[src/rtl/uart_tx_bridge.sv]
// Frame-to-byte serializer feeding a low-level UART transmitter.
// Accepts {message, header} in one handshake and emits it LSB byte first, header first.
module uart_tx_bridge #(
  parameter int MESSAGE_SIZE = 512,
  parameter int HEADER_SIZE  = 32
) (
  input  logic                    clk_in,
  input  logic                    rst_n_in,
  input  logic [HEADER_SIZE-1:0]  header_in,
  input  logic [MESSAGE_SIZE-1:0] message_in,
  input  logic                    ctrl_valid_in,
  output logic                    bdge_ready_out,
  output logic [7:0]              ll_byte_out,
  output logic                    ll_valid_out,
  input  logic                    ll_ready_in,
  output logic                    frame_done_out
);

  localparam int FRAME_SIZE  = HEADER_SIZE + MESSAGE_SIZE;
  localparam int TOTAL_BYTES = FRAME_SIZE / 8;
  localparam int CNT_W       = $clog2(TOTAL_BYTES + 1);
  localparam logic [CNT_W-1:0] LAST_IDX = CNT_W'(TOTAL_BYTES - 1);

  typedef enum logic {
    IDLE = 1'b0,
    SEND = 1'b1
  } state_t;

  state_t                  state_reg,  state_next;
  logic [FRAME_SIZE-1:0]   buffer_reg, buffer_next;
  logic [CNT_W-1:0]        count_reg,  count_next;
  logic                    valid_reg,  valid_next;
  logic                    done_reg,   done_next;
  logic                    transfer;

  assign transfer = valid_reg & ll_ready_in;

  always_ff @(posedge clk_in or negedge rst_n_in) begin
    if (!rst_n_in) begin
      state_reg  <= IDLE;
      buffer_reg <= '0;
      count_reg  <= '0;
      valid_reg  <= 1'b0;
      done_reg   <= 1'b0;
    end else begin
      state_reg  <= state_next;
      buffer_reg <= buffer_next;
      count_reg  <= count_next;
      valid_reg  <= valid_next;
      done_reg   <= done_next;
    end
  end

  always_comb begin
    state_next  = state_reg;
    buffer_next = buffer_reg;
    count_next  = count_reg;
    valid_next  = valid_reg;
    done_next   = 1'b0;
    case (state_reg)
      IDLE: begin
        if (ctrl_valid_in) begin
          buffer_next = {message_in, header_in};
          count_next  = '0;
          valid_next  = 1'b1;
          state_next  = SEND;
        end
      end
      SEND: begin
        if (transfer) begin
          if (count_reg == LAST_IDX) begin
            // Buffer is left unshifted; ll_byte_out is ignored once valid drops.
            valid_next = 1'b0;
            done_next  = 1'b1;
            state_next = IDLE;
          end else begin
            buffer_next = buffer_reg >> 8;
            count_next  = count_reg + 1'b1;
          end
        end
      end
      default: begin
        state_next = IDLE;
        valid_next = 1'b0;
      end
    endcase
  end

  // The current byte is always the low byte of the shifting buffer.
  assign ll_byte_out    = buffer_reg[7:0];
  assign ll_valid_out   = valid_reg;
  assign bdge_ready_out = (state_reg == IDLE);
  assign frame_done_out = done_reg;

endmodule

[config.mk]
export PLATFORM = sky130hd
export DESIGN_NAME = uart_tx_bridge
export DESIGN_NICKNAME = d
export VERILOG_FILES = /design/src/rtl/uart_tx_bridge.sv
export SDC_FILE = /design/constraint.sdc
export NUM_CORES = 1
export LEC_CHECK = 0
export BUFFER_PORTS_ARGS = -buffer_cell sky130_fd_sc_hd__buf_4
export CORE_ASPECT_RATIO = 1.1
export CORE_MARGIN = 4
export CORE_UTILIZATION = 55
export DETAILED_ROUTE_END_ITERATION = 7
export GPL_TIMING_DRIVEN = 0
export PLACE_DENSITY = 0.8
export SYNTH_ARGS = -nofsm -noshare
export SYNTH_HDL_FRONTEND = slang
export SYNTH_SLANG_ARGS = --single-unit
[constraint.sdc]
create_clock -name clk_in -period 2.3 [get_ports clk_in]
set_input_delay 0.345 -clock clk_in [delete_from_list [all_inputs] [get_ports clk_in]]
set_output_delay 0.345 -clock clk_in [all_outputs]
set_load 0.01 [all_outputs]
==> results.toml <==
[run]
cap_violations = 0

[synth]
ys_seq_area_frac = 0.511
synthesis.area_um2 = 27100
synth_cell_type_count = 29
synthFlopType = "dfrtp_1"
synthArstFlopShare = 1.00
synth_area_leaders = "dfrtp_1 (51%), mux2_2 (41%), mux2_1 (4.1%)"
ys_warn_count = 0
postSynthNetCount = 2360
synth_edf_count = 0
synth_top_area_frac = 0.511
ys_ff_latch = 554
avgSynthCellArea_um2 = 15.0
yosys.area.top_type = "dfrtp_1"
syn_inst = 1811

[sta]
fin_skew_ns = 0.0259
rsz0062_at_grt = "true"
period_share = 0.968
tightest_slew_ns = 0.703
hold_viol = 0
slew_headroom = 0.531
clock.fmax_mhz = 449
finalMaxSlewViolations = 0
setup_viol = 0
post-route-min-period_ns = 2.23

[cts]
htreeDepth = 2
cts_root_buf = "clkbuf_16"
cts_max_path_buffers = 3
cts_tree = "yes"
numCtsBuffers = 58
clk_pin_slew_ns = 0.06
clock_latency_ns = 0.62
cts.sinks = 554

[route]
vias = 17075
postRouteAntennaNets = 0
firstDrtPassIters = 4
wl_per_cell_um = 22.4
vias_per_cell = 5.40
drtIter0Drc = 577
drc_errors = 0
wl_mm = 70.9

[power_and_ir_drop]
powerDensity_nw_per_um2 = 959
leakage_nw = 17.2
pwr-share-clk = 0.294
p_total_w = 0.0331
ir_drop_mv = 0.717
seqPwrFrac = 0.454
comb_power_share = 0.252
switchingPower_w = 0.00828
power.internal_w = 0.0248
switching_share = 0.250

[global_route]
antenna_found_initial = 25
grt_max_degree = 114
gr-usage-all-layers = 0.262
grt_pass1_wl_mm = 108
first_global_vias = 19058
overflow = 0

[worst_setup_path]
cpMaxStageDelayCell = "clkbuf_1"
startpoint_type = "flip-flop"
crit_required_ns = 2.79
r2r_start = "state_reg"
slowest_delay_ns = 0.50
crit_chain = "buf_4 > clkbuf_1 > clkbuf_1 > mux2_2 > mux2_2"
arrival_ns = 2.72
startpoint = "state_reg"
critPathCaptureType = "flip-flop"
cp_max_fo = 10
criticalPathCategory = "reg2reg"

[cells_and_area]
drive_gt1_frac = 0.704
multi_input_area_um2 = 12500
seq_area_um2 = 13900
final_common_cell = "mux2_2"
largest_reg_flops = 544
final_cell_mix = "mux2_2 (985), buf_4 (595), dfrtp_1 (554)"
nFillCells = 3390
final_util = 0.706
final_nets = 2988
final_area_um2 = 34500
areaGrowthSynthToFinish_pct = 27.3

[die]
die_height_um = 241
core_area_um2 = 48900
num_rows = 85
die_x_um = 220
floorplan.initialDensity = 0.555
ios = 559
die_area_um2 = 53000

[outcome]
status = "finished clean"

[min_path]
holdCritPathClass = "in2reg"
hp-start = "message_in[23]"

[placed_design]
dpl.hpwl_mm = 54.7
postPlaceCellArea_um2 = 32300
globalplace.congestion = 0.866
io_buffers = 558
==> power groups by stage <==
stage	Sequential [W]	Combinational (W)	Clock (W)
global route	0.0154	0.00912	0.0103
detailed placement	0.0152	0.00832	0
CTS	0.0150	0.00840	0.00991
global placement	0.0150	0.00788	0
finish	0.0150	0.00833	0.00975
floorplan	0.0144	0.00627	0
==> logic make-up after synthesis <==
logic type / synth area share
buffers and inverters: 0.0294
AND/OR/NAND/NOR: 0.00576
adder cells (fa/ha/maj): 0.000461
flip-flops: 0.511
AO/OA/AOI/OAI: 0.00373
multiplexers: 0.450
==> final timing paths <==
check / to / slack (ns) / cells after the start
worst max-delay path: buffer_reg[275] / 0.07 / 5
worst min-delay path: buffer_reg[55] / 0.08 / 3
worst max register to register: buffer_reg[275] / 0.07 / 5
worst min register to register: buffer_reg[389] / 0.48 / 1
max in group asynchronous: buffer_reg[56] / 0.42 / 4
min in group asynchronous: buffer_reg[327] / 0.32 / 2
==> critical path: cells and delay by family (launching register included) <==
kind / cells / cell delay, ns
flops: 1 / 0.33
mux: 2 / 0.67
buf+inv: 3 / 1.11
==> metrics by stage <==
stage / setup slack, ns / TNS (ns) / cells / hold slack, ns
after global placement: -4.99 / -2776.11 / 3021 / 0.461
after global routing: -0.0604 / -1.98 / 3157 / 0.0637
after CTS: -0.000669 / -0.000669 / 3136 / 0.0526
final: 0.0728 / 0 / 3160 / 0.0819
after floorplan: 0.304 / 0 / 1811 / 0.0494
after detailed placement: -0.233 / -70.00 / 3026 / 0.382
==> cell usage after synthesis (3+ instances only) <==
library cell / instances
a22o_1: 3
buf_2: 14
buf_4: 39
buf_6: 18
clkbuf_1: 59
dfrtp_1: 554
inv_1: 3
mux2_1: 100
mux2_2: 984
nand3_1: 6
nor2b_1: 8
==> cell type report <==
class,instances,share of cell area
inverters,3,0.000326
diodes,22,0.00159
well taps,652,0.0236
repair buffers,568,0.128
multi-input cells,1124,0.361
plain buffers,130,0.0263
clock inverters,19,0.00728
clock buffers,88,0.0503
flip-flops and latches,554,0.401
==> repair_timing <==
item,in CTS,in global routing
setup endpoints to repair,545,539
buffers inserted,1,0
cloned,0,2
pin swaps,1,0
endpoints found under the hold margin,85,0
resized for setup,20,62
hold buffers,2,0
==> routing by layer <==
metal,vias up,global-route usage,routed length (um)
met5,-,0,63
met4,10,0.112,2690
met3,130,0.0769,5370
met2,473,0.445,35700
met1,8607,0.313,27000
li1,7855,-,-
(Power assumes the default switching activity.)
